File: config.mk
export PLATFORM = sky130hd
export DESIGN_NAME = skid_reg
export DESIGN_NICKNAME = d
export VERILOG_FILES = /design/src/rtl/skid_reg_pkg.sv /design/src/rtl/skid_reg_slot.sv /design/src/rtl/skid_reg.sv
export SDC_FILE = /design/constraint.sdc
export NUM_CORES = 1
export LEC_CHECK = 0
export BUFFER_PORTS_ARGS = -buffer_cell sky130_fd_sc_hd__buf_2
export CORE_MARGIN = 1.5
export CORE_UTILIZATION = 32
export CTS_CLUSTER_DIAMETER = 100
export DETAILED_ROUTE_END_ITERATION = 10
export HOLD_SLACK_MARGIN = 0.03
export SYNTH_ARGS = -nofsm -noshare
export SYNTH_HDL_FRONTEND = slang
export SYNTH_SLANG_ARGS = --single-unit
File: constraint.sdc
create_clock -name clk -period 1.6 [get_ports clk]
set_input_delay 0.48 -clock clk [delete_from_list [all_inputs] [get_ports clk]]
set_output_delay 0.48 -clock clk [all_outputs]
set_load 0.02 [all_outputs]
File: src/rtl/skid_reg_pkg.sv
// Shared types and constants for the skid_reg pipeline register.
// Holds the occupancy state encoding and the transfer-counter geometry.
package skid_reg_pkg;

  typedef enum logic [1:0] {
    EMPTY = 2'd0,
    ONE   = 2'd1,
    TWO   = 2'd2
  } skid_state_t;

  localparam int                    XFER_CNT_W   = 16;
  localparam logic [XFER_CNT_W-1:0] XFER_CNT_MAX = 16'hFFFF;

endpackage

File: src/rtl/skid_reg_slot.sv
// Purpose: load-enabled data register, synchronous reset to RSTVAL.
// Latency: q updates on the posedge following a cycle with load high.
// Backpressure: none; the caller decides when to load.
// Ports: clk, rst_n (sync, active-low), load, d[WIDTH], q[WIDTH].
module skid_reg_slot #(
  parameter int               WIDTH  = 4,
  parameter logic [WIDTH-1:0] RSTVAL = '0
) (
  input  logic             clk,
  input  logic             rst_n,
  input  logic             load,
  input  logic [WIDTH-1:0] d,
  output logic [WIDTH-1:0] q
);

  always_ff @(posedge clk) begin
    if (!rst_n) begin
      q <= RSTVAL;
    end else if (load) begin
      q <= d;
    end
  end

endmodule

File: src/rtl/skid_reg.sv
// Purpose: two-entry valid/ready pipeline register (main + skid slot) that
//   cuts the combinational ready path between producer and consumer.
// Latency: 1 cycle from input accept to out_valid; 1 word/cycle sustained.
// Backpressure: in_ready comes from registered state only; one extra word is
//   absorbed into the skid slot after out_ready drops.
// Ports: clk, rst_n (sync, active-low), in_valid/in_ready/in_data,
//   out_valid/out_ready/out_data, xfer_cnt[16].
// Option: define SKID_REG_XFER_CNT_EN to build the saturating output-transfer
//   counter; otherwise xfer_cnt is tied to zero.
module skid_reg
  import skid_reg_pkg::*;
#(
  parameter int               WIDTH  = 4,
  parameter logic [WIDTH-1:0] RSTVAL = '0
) (
  input  logic                  clk,
  input  logic                  rst_n,
  input  logic                  in_valid,
  output logic                  in_ready,
  input  logic [WIDTH-1:0]      in_data,
  output logic                  out_valid,
  input  logic                  out_ready,
  output logic [WIDTH-1:0]      out_data,
  output logic [XFER_CNT_W-1:0] xfer_cnt
);

  skid_state_t      state_q;
  skid_state_t      state_nxt;
  logic             in_fire;
  logic             out_fire;
  logic             main_load;
  logic             skid_load;
  logic             main_from_skid;
  logic [WIDTH-1:0] main_d;
  logic [WIDTH-1:0] main_q;
  logic [WIDTH-1:0] skid_q;

  // Ready is gated by rst_n so nothing is accepted while reset is asserted.
  assign in_ready  = (state_q != TWO) & rst_n;
  assign out_valid = (state_q != EMPTY);
  assign out_data  = main_q;
  assign in_fire   = in_valid & in_ready;
  assign out_fire  = out_valid & out_ready;

  always_ff @(posedge clk) begin
    if (!rst_n) begin
      state_q <= EMPTY;
    end else begin
      state_q <= state_nxt;
    end
  end

  always_comb begin
    state_nxt      = state_q;
    main_load      = 1'b0;
    skid_load      = 1'b0;
    main_from_skid = 1'b0;
    case (state_q)
      EMPTY: begin
        if (in_fire) begin
          state_nxt = ONE;
          main_load = 1'b1;
        end
      end
      ONE: begin
        if (in_fire && out_fire) begin
          main_load = 1'b1;
        end else if (in_fire) begin
          state_nxt = TWO;
          skid_load = 1'b1;
        end else if (out_fire) begin
          state_nxt = EMPTY;
        end
      end
      TWO: begin
        // Skid is left as-is after the copy; it is dead until reloaded.
        if (out_fire) begin
          state_nxt      = ONE;
          main_load      = 1'b1;
          main_from_skid = 1'b1;
        end
      end
      default: begin
        state_nxt = EMPTY;
      end
    endcase
  end

  assign main_d = main_from_skid ? skid_q : in_data;

  skid_reg_slot #(
    .WIDTH  (WIDTH),
    .RSTVAL (RSTVAL)
  ) u_main (
    .clk   (clk),
    .rst_n (rst_n),
    .load  (main_load),
    .d     (main_d),
    .q     (main_q)
  );

  skid_reg_slot #(
    .WIDTH  (WIDTH),
    .RSTVAL (RSTVAL)
  ) u_skid (
    .clk   (clk),
    .rst_n (rst_n),
    .load  (skid_load),
    .d     (in_data),
    .q     (skid_q)
  );

`ifdef SKID_REG_XFER_CNT_EN
  logic [XFER_CNT_W-1:0] xfer_cnt_q;

  // Saturates rather than wrapping so a stuck-high count is unambiguous.
  always_ff @(posedge clk) begin
    if (!rst_n) begin
      xfer_cnt_q <= '0;
    end else if (out_fire && (xfer_cnt_q != XFER_CNT_MAX)) begin
      xfer_cnt_q <= xfer_cnt_q + XFER_CNT_W'(1);
    end
  end

  assign xfer_cnt = xfer_cnt_q;
`else
  assign xfer_cnt = '0;
`endif

endmodule

==> impl_metrics.ini, run 1 <==
[global_routing]
overflow = 0
grt_pass1_vias = 433
grt_max_degree = 12
antenna_found_initial = 0
grt_pass1_wl_um = 1800
grt_usage_pct = 11.7

[yosys]
synthTopCellsByArea = dfxtp_1, buf_4, a21oi_1
synth.most_common_cell = buf_4
avgSynthCellArea_um2 = 8.73
synthAdderAreaFrac_pct = 0
synth_top_family_by_area = buffers and inverters
syn_area_um2 = 654
async_flop_share_pct = 0
ys_types = 25
synth-xor-area-share_pct = 0
netlist_instances = 75
synthFlopType = dfxtp_1
ys_ff_latch = 10
synthSimpleGateAreaFrac_pct = 20.1
synth_compound_area_share_pct = 18.0
synthTopCellsByCount = buf_4, a21oi_1, dfxtp_1, mux2i_1
yosysTopAreaCell = dfxtp_1
synth.top_cell.area_share_pct = 30.6
yosys_warnings = 0
synthMuxAreaShare_pct = 7.65
yosysSeqAreaShare_pct = 30.6
synth_edf_count = 0

[layout]
drive_gt1_share_pct = 25.8
final_cell_area_um2 = 712
layout.nets = 98
synthToLayoutAreaGrowth_pct = 8.80
final_util_pct = 36.7
diodes = 0
stdcell_count = 116

[hold_path]
hp-class = reg2reg
hp-start = u_skid.q[3]
whs_path_depth = 2
hold_end = u_skid.q[3]

[sta]
maxSlewViolCount = 0
setup_ws_ps = 69.2
fin_worst_skew_ps = 1.36
post-route-min-period_ps = 1530
setup_tns_ps = 0
setup_viol = 0
rsz0062_at_grt = no
post-route-period-util_pct = 95.7
fmax_mhz = 653
hold_viol = 0

[worst_setup_path]
crit_type = in2out
cp_slowest_cell = buf_2
crit_path_start_kind = input pin
r2r_start = state_q[1]
worstPathArrival_ps = 1050
cp_slowest_stage_delay_ps = 180
path_common_cell = buf_2
cp_cell_sequence = buf_2, inv_2, a21oi_1, buf_2
crit_path_end_kind = primary output
cp-startpoint = rst_n
r2r_end = u_main.q[3]
required_ps = 1120
r2r.worst_path.cells = 3
r2r_slack_ps = 290
cp_max_fo = 10

[job]
max-cap-violations = 0

[pwr]
p_leak_nw = 0.310
power_switching_mw = 0.190
powerDensity_nw_per_um2 = 896
pwr-share-clk_pct = 35.1
p_seq_share_pct = 43.2
power.internal_mw = 0.448
comb_power_share_pct = 21.8
sw_frac_of_total_pct = 29.7
vdd_drop_max_v = 0.000342

[route]
ant_nets = 0
vias = 519
post-route-drc-count = 0
viasPerCell = 4.47
firstDrtPassIters = 4
drt_iter0_drc = 8
drt_wl_total_um = 1170
wl_per_cell_um = 10.1

[clock_network]
clk_pin_slew_ps = 60
clock_sinks = 10
clk_latency_ps = 260
cts_max_level = 1
clock_path_buffers = 2
cts_hold_buf = 0
cts-root-buf = clkbuf_4
cts_tree = yes
cts_buffers = 3

[floorplanning]
start_util_pct = 33.7
chipHeight_um = 48.2
pin_count = 30
rows = 16
die-width_um = 48.2
die_area_um2 = 2330
core-area_um2 = 1940

[placement]
placed_cell_area_um2 = 673
io_buffers = 13
place_congestion = 0.762
place_hpwl_um = 907
place_inst = 112
dp_slack_ps = 74.6

[status]
status = completed
-- sequential cells by signal, indices dropped and copies added (netlist names) --
name	count
u_skid.q	4
u_main.q	4
state_q	2
-- worst max-delay path by stage --
stage           endpoint  slack [ps]  cells past startpoint
2_1_floorplan   in_ready          60                      3
5_1_grt         in_ready          30                      3
6_report        in_ready          70                      4
4_1_cts        out_valid          60                      2
3_5_place_dp    in_ready          70                      4
3_3_place_gp    in_ready         100                      4
-- cells in the final DEF, fill, tap and decap left out --
cell	n
inv_2	1
or3_4	1
dfxtp_2	2
and4bb_4	1
nand2_1	1
mux2i_1	5
buf_2	13
and3b_1	3
inv_1	1
dfxtp_1	8
clkbuf_4	3
nor3_1	1
nor2_1	1
nand2b_1	1
o41ai_1	4
nor2b_1	1
or2_1	1
o21a_1	1
nand3b_1	1
nand3_1	4
buf_4	1
and4b_1	1
a21oi_1	11
or3b_1	1
clkbuf_8	1
o21ai_0	4
conb_1	16
-- power by group through the flow --
stage / combinational [mW] / sequential, mW / clock [mW]
6_report: 0.139 / 0.275 / 0.224
5_1_grt: 0.154 / 0.278 / 0.256
4_1_cts: 0.139 / 0.275 / 0.232
3_5_place_dp: 0.139 / 0.280 / 0
3_3_place_gp: 0.137 / 0.280 / 0
2_1_floorplan: 0.124 / 0.289 / 0
-- routing by layer --
metal  part of all wire (%)  vias to the layer above  track usage, %  wire length [um]
met2                     45                       20            16.8               530
met4                    1.7                        0            8.11                20
met3                    8.2                        4            4.07                96
met5                      0                        -               0                 0
met1                     44                      228            14.3               519
li1                       -                      267               -                 -
-- what timing repair did --
action                     in CTS  in global routing
gates resized for setup         1                  1
setup buffers                   0                  0
setup endpoints to repair       1                  1
-- logic make-up after synthesis --
family,after synthesis
flip-flops,10
AO/OA/AOI/OAI,20
multiplexers,5
other,1
AND/OR/NAND/NOR,18
buffers and inverters,21
-- cell type report --
| type | instances | area (um^2) |
|---|---|---|
| fillers | 229 | 1230 |
| inverters | 2 | 7.51 |
| well taps | 27 | 33.8 |
| clock buffers | 4 | 36.3 |
| repair buffers | 14 | 72.6 |
| flip-flops and latches | 10 | 203 |
| multi-input cells | 59 | 359 |
-- worst max-delay path, delay by kind of cell --
kind / cells / cell delay [ps]
buffers and inverters: 3 / 440
AO/OA/AOI/OAI: 1 / 120
-- per-stage QoR --
step	total power [mW]	hold slack, ps
floorplan	0.412	452
global placement	0.417	469
detailed placement	0.419	476
CTS	0.646	476
global route	0.688	471
finish	0.638	479
(Power assumes the default switching activity.)
==> inputs of run 2 (changes only) <==
REMOVE_ABC_BUFFERS = 1   (was default)
==> run 2 against run 1 <==
  * Clock power grew 2%
  * Cell count is the same
  * Power grew 0.88%
  * Critical path depth is the same
  * Non-clock buffer count is the same
  * Die area is the same
  * Setup slack gained 18 ps
  * Wire length grew 0.26%
  * Maximum frequency grew 1.2%
  * Flip-flop and latch count is the same
  * Register-to-register slack is essentially flat
  * Sequential power is essentially flat
  * Largest power group unchanged
==> impl_metrics.ini, run 2 (same netlist as run 1, synthesis figures left out) <==
[clock_network]
cts-root-buf = clkbuf_4
clock_path_buffers = 2
clock_sinks = 10
clk_pin_slew_ps = 70
cts_buffers = 3
cts_tree = yes
clk_latency_ps = 260
cts_max_level = 1

[pwr]
power_switching_mw = 0.195
sw_frac_of_total_pct = 30.4
comb_power_share_pct = 21.7
pwr-share-clk_pct = 35.6
power_mw = 0.643
p_leak_nw = 0.310
p_seq_share_pct = 42.7
vdd_drop_max_v = 0.000348
power.internal_mw = 0.448
powerDensity_nw_per_um2 = 904

[placement]
io_buffers = 13
place_hpwl_um = 905
place_congestion = 0.728
dp_slack_ps = 91.8
placed_cell_area_um2 = 673
place_inst = 112

[sta]
fmax_mhz = 661
fin_worst_skew_ps = 2.11
setup_tns_ps = 0
maxSlewViolCount = 0
hold_viol = 0
rsz0062_at_grt = no
whs_ps = 481
post-route-period-util_pct = 94.6
setup_ws_ps = 87.0
post-route-min-period_ps = 1510
setup_viol = 0

[global_routing]
grt_max_degree = 12
grt_pass1_wl_um = 1760
grt_pass1_vias = 428
grt_usage_pct = 11.2
antenna_found_initial = 0
overflow = 0

[worst_setup_path]
required_ps = 1120
cp_top_family = buffers and inverters
cp_max_fo = 10
path_common_cell = buf_2
crit_type = in2out
crit_buf_inv = 3
crit_path_end_kind = primary output
cp_slowest_stage_delay_ps = 180
cp_cell_sequence = buf_2, inv_2, a21oi_1, buf_2
cp_slowest_cell = buf_2
crit_path_start_kind = input pin
worstPathArrival_ps = 1030

[floorplanning]
die_area_um2 = 2330
die-width_um = 48.2
start_util_pct = 33.7
pin_count = 30
rows = 16
chipHeight_um = 48.2
core-area_um2 = 1940

[route]
viasPerCell = 4.61
vias = 535
drt_iter0_drc = 3
post-route-drc-count = 0
ant_nets = 0
wl_per_cell_um = 10.1
firstDrtPassIters = 2
drt_wl_total_um = 1170

[layout]
synthToLayoutAreaGrowth_pct = 8.80
nFillCells = 223
layout_common_cells = conb_1, buf_2, a21oi_1
layout.nets = 98
reg.largest.list = u_main.q (4), u_skid.q (4), state_q (2)
final_common_cell = conb_1
final_cell_area_um2 = 712
final_util_pct = 36.7
diodes = 0
stdcell_count = 116
drive_gt1_share_pct = 25.8

[status]
status = completed

[job]
max-cap-violations = 0

[hold_path]
hp-class = in2reg
==> run 2: path summary, 6_finish.rpt <==
kind	endpoint	slack (ps)	start	depth (start not counted)
hold reg to reg	u_skid.q[2]	480	u_skid.q[2]	2
setup / recovery	in_ready	90	rst_n	4
hold / removal	u_skid.q[2]	480	in_data[2]	3
setup reg to reg	u_main.q[2]	290	state_q[1]	3
==> run 2: timing repair <==
item | in CTS | in global routing
hold buffers | 0 | 0
resized for setup | 0 | 2
setup endpoints to repair | 0 | 2
buffers inserted | 0 | 0
==> run 2: cell type report <==
class / count / area, um^2 / area share, %
well taps: 27 / 33.8 / 4.75
repair buffers: 14 / 72.6 / 10.2
flip-flops and latches: 10 / 203 / 28.5
clock buffers: 4 / 36.3 / 5.10
multi-input cells: 59 / 359 / 50.4
inverters: 2 / 7.51 / 1.05
==> run 2: power groups by stage <==
stage / Combinational [mW] / Sequential (mW) / Clock [mW]
2_1_floorplan: 0.0875 / 0.290 / 0
3_3_place_gp: 0.137 / 0.280 / 0
3_5_place_dp: 0.139 / 0.280 / 0
4_1_cts: 0.139 / 0.274 / 0.236
5_1_grt: 0.156 / 0.277 / 0.250
6_report: 0.139 / 0.275 / 0.229
==> run 2: routing by layer <==
metal	share of wire, %	up-vias	track usage, %
met1	46	250	12.9
met3	4.8	2	2.22
met2	49	15	17.6
met4	0.85	0	9.73
met5	0	-	0
li1	-	268	-
==> run 2: worst min-delay path, stage by stage <==
cell and delay (ps):
buf_2 110, nand3_1 60, a21oi_1 50
